File: src/rtl/prbs_burst_ctrl.sv
// prbs_burst_ctrl
// Burst sequencer around a Fibonacci LFSR. A start request captures a seed
// and a word count. After one LOAD cycle the block streams exactly that many
// LFSR words downstream, honouring backpressure and abort. It finishes with a
// one-cycle done pulse. A zero seed is replaced by 1. Any all-zero LFSR update
// is forced back to 1, so the generator can never lock up.
//
// Output handshake: a word transfers on a rising clk edge where
// out_valid && out_ready. While out_valid is high, out_data holds stable
// until that transfer occurs. out_valid does not depend on out_ready.

module prbs_burst_ctrl #(
  parameter int               WIDTH = 4,
  parameter logic [WIDTH-1:0] TAPS  = 4'b1100,
  parameter int               LEN_W = 8
) (
  input  logic             clk,
  input  logic             reset,
  input  logic             start,
  input  logic [WIDTH-1:0] seed,
  input  logic [LEN_W-1:0] burst_len,
  input  logic             abort,
  input  logic             out_ready,
  output logic             out_valid,
  output logic [WIDTH-1:0] out_data,
  output logic             busy,
  output logic             done,
  output logic [LEN_W-1:0] words_sent,
  output logic             seed_fixed,
  output logic [1:0]       o_dbg_state
);

  // FSM encoding
  localparam logic [1:0] ST_IDLE = 2'd0;
  localparam logic [1:0] ST_LOAD = 2'd1;
  localparam logic [1:0] ST_RUN  = 2'd2;
  localparam logic [1:0] ST_DONE = 2'd3;

  // Width-correct constant one for the LFSR and the counter
  localparam logic [WIDTH-1:0] LFSR_ONE = {{(WIDTH-1){1'b0}}, 1'b1};
  localparam logic [LEN_W-1:0] LEN_ONE  = {{(LEN_W-1){1'b0}}, 1'b1};

  // Registers
  logic [1:0]       r_state;
  logic [WIDTH-1:0] r_lfsr;
  logic [WIDTH-1:0] r_seed_eff;
  logic [LEN_W-1:0] r_len;
  logic [LEN_W-1:0] r_words;
  logic             r_seed_fixed;

  // Combinational helpers
  logic [1:0]       w_state_nxt;
  logic             w_fb;
  logic [WIDTH-1:0] w_lfsr_shift;
  logic [WIDTH-1:0] w_lfsr_step;
  logic             w_seed_zero;
  logic [LEN_W-1:0] w_words_inc;
  logic             w_last;
  logic             w_hs;
  logic             w_run;

  assign w_run       = (r_state == ST_RUN);
  assign w_hs        = w_run & out_ready;
  assign w_fb        = ^(r_lfsr & TAPS);
  assign w_lfsr_shift = {r_lfsr[WIDTH-2:0], w_fb};
  // A non-maximal tap mask could shift into all zeros; substitute 1 instead.
  assign w_lfsr_step = (w_lfsr_shift == '0) ? LFSR_ONE : w_lfsr_shift;
  assign w_seed_zero = (seed == '0);
  // Counter never reaches the captured length before the burst ends, so +1 cannot wrap.
  assign w_words_inc = r_words + LEN_ONE;
  assign w_last      = (w_words_inc == r_len);

  // Next-state decision for the burst sequencer
  always_comb begin
    w_state_nxt = r_state;
    case (r_state)
      ST_IDLE: begin
        if (start) w_state_nxt = ST_LOAD;
      end
      ST_LOAD: begin
        if (abort || (r_len == '0)) w_state_nxt = ST_DONE;
        else                        w_state_nxt = ST_RUN;
      end
      ST_RUN: begin
        // An abort still lets a same-cycle handshake complete (handled below).
        if (abort || (w_hs && w_last)) w_state_nxt = ST_DONE;
      end
      ST_DONE: begin
        w_state_nxt = ST_IDLE;
      end
      default: begin
        w_state_nxt = ST_IDLE;
      end
    endcase
  end

  // State register
  always_ff @(posedge clk) begin
    if (reset) r_state <= ST_IDLE;
    else       r_state <= w_state_nxt;
  end

  // Capture length and effective seed when a request is accepted in IDLE
  always_ff @(posedge clk) begin
    if (reset) begin
      r_len        <= '0;
      r_seed_eff   <= LFSR_ONE;
      r_seed_fixed <= 1'b0;
    end else if ((r_state == ST_IDLE) && start) begin
      r_len        <= burst_len;
      r_seed_eff   <= w_seed_zero ? LFSR_ONE : seed;
      r_seed_fixed <= w_seed_zero;
    end
  end

  // LFSR: seeded in LOAD, advanced once per completed handshake
  always_ff @(posedge clk) begin
    if (reset) begin
      r_lfsr <= LFSR_ONE;
    end else if (r_state == ST_LOAD) begin
      r_lfsr <= r_seed_eff;
    end else if (w_hs) begin
      r_lfsr <= w_lfsr_step;
    end
  end

  // Handshake counter: cleared in LOAD, held through DONE/IDLE for readback
  always_ff @(posedge clk) begin
    if (reset) begin
      r_words <= '0;
    end else if (r_state == ST_LOAD) begin
      r_words <= '0;
    end else if (w_hs) begin
      r_words <= w_words_inc;
    end
  end

  // Outputs are decoded straight from registers (no input-to-output paths)
  assign out_valid   = w_run;
  assign out_data    = r_lfsr;
  assign busy        = (r_state == ST_LOAD) || w_run;
  assign done        = (r_state == ST_DONE);
  assign words_sent  = r_words;
  assign seed_fixed  = r_seed_fixed;
  assign o_dbg_state = r_state;

endmodule
File: config.mk
export PLATFORM = sky130hd
export DESIGN_NAME = prbs_burst_ctrl
export DESIGN_NICKNAME = d
export VERILOG_FILES = /design/src/rtl/prbs_burst_ctrl.sv
export SDC_FILE = /design/constraint.sdc
export NUM_CORES = 1
export LEC_CHECK = 0
export CELL_PAD_IN_SITES_DETAIL_PLACEMENT = 1
export CELL_PAD_IN_SITES_GLOBAL_PLACEMENT = 1
export CORE_MARGIN = 4
export CORE_UTILIZATION = 38
export DETAILED_ROUTE_END_ITERATION = 10
export PLACE_DENSITY_LB_ADDON = 0.1
export SLEW_MARGIN = 20
export SYNTH_ARGS = -nofsm -noshare
export SYNTH_HDL_FRONTEND = slang
export SYNTH_SLANG_ARGS = --single-unit
File: constraint.sdc
create_clock -name clk -period 3.45 [get_ports clk]
set_input_delay 0.5175 -clock clk [delete_from_list [all_inputs] [get_ports clk]]
set_output_delay 0.5175 -clock clk [all_outputs]
set_load 0.005 [all_outputs]
# Yosys cells after proc, flatten, opt, wreduce, memory -nomap -nowiden
# Index checks and enable logic that the tools add are counted.
# classes
n_addsub	1
eq_ne	6
mux	8
bitwise	1
reduce_logical	13
# op_table
cell	count
4-bit 2-to-1 mux	4
8-bit by 1-bit adder with 8-bit output, second input constant	1
8-bit == test	1
4-bit zero test	2
8-bit zero test	1
2-bit case mux with 4 select lines	1
2-bit == test, second input constant	2
2-bit 2-to-1 mux	2
4-bit XOR reduction	1
1-bit logical OR	3
2-bit by 1-bit == test with 1-bit output, second input constant	1
1-bit logical AND	2
2-bit zero test	1
2-bit by 1-bit != test with 1-bit output, second input constant	1
2-bit != test, second input constant	1
2-bit AND reduction	1
2-bit nonzero test	1
2-bit OR reduction	1
1-bit AND	1
1-bit 2-to-1 mux	1
# totals
ff_bits	27
in_bits	17
output_inout_bits	18
elab_cells	35

# Logic depth before layout (Yosys ltp)
# logic_depth
word_depth	6
ltp_mapped	9
mapped_depth_nobuf	8

# Least setup slack after synthesis
# OpenSTA, ideal clock, no wires.
# synth_timing
kind	reg-to-reg
start	register r_words[0] (netlist: words_sent[0])
end	register r_state[0] (netlist: o_dbg_state[0])
setup_ns	0.124
arrival_time_ns	1.863
t_required_ns	3.326
path_slack_ns	1.463
path_stages_with_launch	8
n_path_buf	0
period_less_slack_ns	1.987
cell_sequence	dfxtp_1 -> ha_1 -> nand3_1 -> or4b_1 -> nand3_1 -> and4_4 -> a2111o_1 -> nand3_1
# synth_via
elab_chain_len	6
# synth_lines
item	line	rtl
start: declaration	48	logic [LEN_W-1:0] r_words;
start signal: assignment	134	r_words <= w_words_inc;
8-bit by 1-bit adder with 8-bit output	70	assign w_words_inc = r_words + LEN_ONE;
8-bit == test	71	assign w_last = (w_words_inc == r_len);
1-bit logical AND	86	if (abort || (w_hs && w_last)) w_state_nxt = ST_DONE;
1-bit logical OR	86	
2-bit by 1-bit != test with 1-bit output (no line)	-	
2-bit AND reduction (no line)	-	
end signal: assignment	100	else r_state <= w_state_nxt;
end: declaration	44	logic [1:0] r_state;
# No other way between the ends.
# A chain may end at the register's enable or synchronous reset.

# Worst setup path in the final report
# layout_timing
start	register r_state[0] (netlist: o_dbg_state[0])
end	output port out_valid
# layout_via
elab_chain_len	1
# layout_lines
item	line	rtl
2-bit == test	62	assign w_run = (r_state == ST_RUN);
end: declaration	24	output logic out_valid,
# No other way between the ends.

==> flow_metrics.tcl <==
set metrics [dict create \
    min_period_over_period 0.670 \
    dpl_worst_slack_ns 1.21 \
    rsz0062_at_grt "false" \
    cts_sinks 27 \
    fin_area_sq_um 1900 \
    start_util 0.402 \
    cts_root_buf "clkbuf_8" \
    synth.top_cells.by_count "nand2_1, dfxtp_1, a21oi_1" \
    area_growth_pct 25.5 \
    end_kind "output port" \
    min_path_type "flop to flop" \
    dr.first_iter.drc_count 73 \
    grt_max_degree 24 \
    avgSynthCellArea_sq_um 7.86 \
    postRouteWirelength_um 4310 \
    ys.flop_type "dfxtp_1" \
    hpwlAfterDp_um 3320 \
    post-route-min-period_ns 2.31 \
    arrival_ns 1.80 \
    maxSlewViolCount 0 \
    cts_tree "yes" \
    worstSetupPathType "flop to output port" \
    path_clk_slew_ns 0.10 \
    finalWorstSetupSlack_ns 1.14 \
    yosys_warnings 0 \
    vdd_drop_max_mv 0.228 \
    yosysTopAreaCell "dfxtp_1" \
    antenna_found_initial 0 \
    final.setup.tns_ns 0 \
    hp-start "r_seed_eff[2]" \
    clk_latency_ns 0.29 \
    std_cell_rows 22 \
    ys_seq_elements 27 \
    nets 245 \
    clock.fmax_ghz 0.432 \
    crit_fanout 9 \
    power_density_nw_per_um2 529 \
    synthTopCellsByArea "dfxtp_1, a21oi_1, nand2_1" \
    synthArstFlopShare 0 \
    startpoint_type "flop" \
    grt_usage 0.180 \
    htree_levels 1 \
    final_core_util 0.505 \
    required_ns 2.93 \
    die_h_um 71.2 \
    holdBufCountCts 0 \
    die_area_sq_um 5070 \
    pin_count 35 \
    synth_most_common_cell "nand2_1" \
    synth_area_sq_um 1520 \
    firstDrtPassIters 4 \
    met1_length_um 1860 \
    cts_resized 0 \
    rr_worst_depth 7 \
    leakagePower_nw 0.669 \
    synth-edff-count 0 \
    grt_pass1_vias 1504 \
    netlist-cell-type-count 42 \
    setup_viol 0 \
    worst_slew_pin_slew_ns 0.494 \
    yosysSeqAreaShare 0.356 \
    clock_path_buffers 2 \
    rr_endpoint "o_dbg_state[1]" \
    fill_cells 473 \
    relSlewSlack 0.670 \
    dpl-instance-area_sq_um 1860 \
    wl_met2_um 2180 \
    core_area_sq_um 3770 \
    met3_length_um 181 \
    final_hold_viol_count 0 \
    synthCells 193 \
    r2r_start "words_sent[0]" \
    port_buffers 34 \
    viasPerCell 5.48 \
    top_layer "met4" \
    grt_pass1_wl_um 7210 \
    wire_per_inst_um 16.0 \
    drive_gt1_frac 0.0543 \
    syn_nets 216 \
    antenna_cells 0 \
    dr_total_vias 1473 \
    status "complete, no violations" \
    overflow 0 \
    fin_worst_skew_ns 0.00124 \
    hold_end "r_seed_eff[2]" \
    antenna_left 0 \
    drv_cap 0 \
    whs_path_depth 2 \
    drc 0 \
    globalplace.congestion 0.770 \
    postCtsSetupRepairBufs 0 \
    fp.dieW_um 71.2 \
    r2r_setup_slack_ns 1.21 \
    synth_top_area_share 0.356 \
    cts_buffers 3 \
]
## final cells by class
cell class,instances,area (sq um),area share
clock buffers,3,41.3,0.0217
clock inverters,1,5.00,0.00263
inverters,6,27.5,0.0145
multi-input cells,149,881,0.463
flip-flops and latches,27,541,0.284
well taps,48,60.1,0.0316
repair buffers,35,348,0.183
## registers in the layout, summed over array words and instances (netlist names)
| name | cells |
|---|---|
| r_seed_eff | 4 |
| words_sent | 8 |
| r_len | 8 |
| out_data | 4 |
| seed_fixed | 1 |
| o_dbg_state | 2 |
## through the flow
| stage | hold slack [ns] | power [mW] | std cells |
|---|---|---|---|
| after floorplan | 0.437 | 0.660 | 193 |
| after global placement | 0.454 | 0.799 | 265 |
| after detailed placement | 0.466 | 0.825 | 265 |
| after CTS | 0.480 | 1.02 | 269 |
| after global routing | 0.496 | 1.09 | 269 |
| final | 0.478 | 1.01 | 269 |
## power by group
group	switching (mW)	internal, mW
Combinational	0.223	0.184
Clock	0.113	0.0815
Sequential	0.0484	0.357
## cells by family (layout without fill, tap and decap cells)
logic type	after synthesis	after routing	share of synthesized area
AO/OA/AOI/OAI	45	45	0.173
XOR/XNOR	11	11	0.0635
adder cells (fa/ha/maj)	6	6	0.0495
buffers and inverters	17	45	0.0627
flip-flops	27	27	0.356
multiplexers	1	1	0.00660
AND/OR/NAND/NOR	86	86	0.288
## placed cells by master (no fill, tap or decap), types with 2 or more instances in the layout
cell,count
a211oi_1,3
a21oi_1,26
a31oi_1,2
and4_4,2
clkbuf_8,3
clkdlybuf4s50_1,34
dfxtp_1,27
ha_1,6
inv_1,4
nand2_1,33
nand3_1,13
nor2_1,15
nor3_1,4
nor4_1,2
o21ai_1,5
o21bai_1,2
or2b_1,2
or3_1,3
or4_1,2
xnor2_1,6
xor2_1,5
## metal layers
layer	GRT usage	up-vias
met5	0	-
met4	0.0793	0
met3	0.0398	9
met2	0.307	30
met1	0.215	711
li1	-	723
## worst max-delay path by stage
| stage | startpoint | endpoint | slack, ns |
|---|---|---|---|
| 2_1_floorplan | words_sent[0] | o_dbg_state[0] | 1.46 |
| 3_3_place_gp | words_sent[0] | o_dbg_state[0] | 1.28 |
| 3_5_place_dp | words_sent[0] | o_dbg_state[1] | 1.21 |
| 4_1_cts | o_dbg_state[0] | out_valid | 1.12 |
| 5_1_grt | o_dbg_state[0] | out_valid | 1.01 |
| 6_report | o_dbg_state[0] | out_valid | 1.14 |
## critical path, cell delays in order, from the launching register on
cell and delay [ns]:
dfxtp_1 0.38, inv_1 0.17, ha_1 0.39, clkdlybuf4s50_1 0.57
Power figures use the tool's default switching activity.
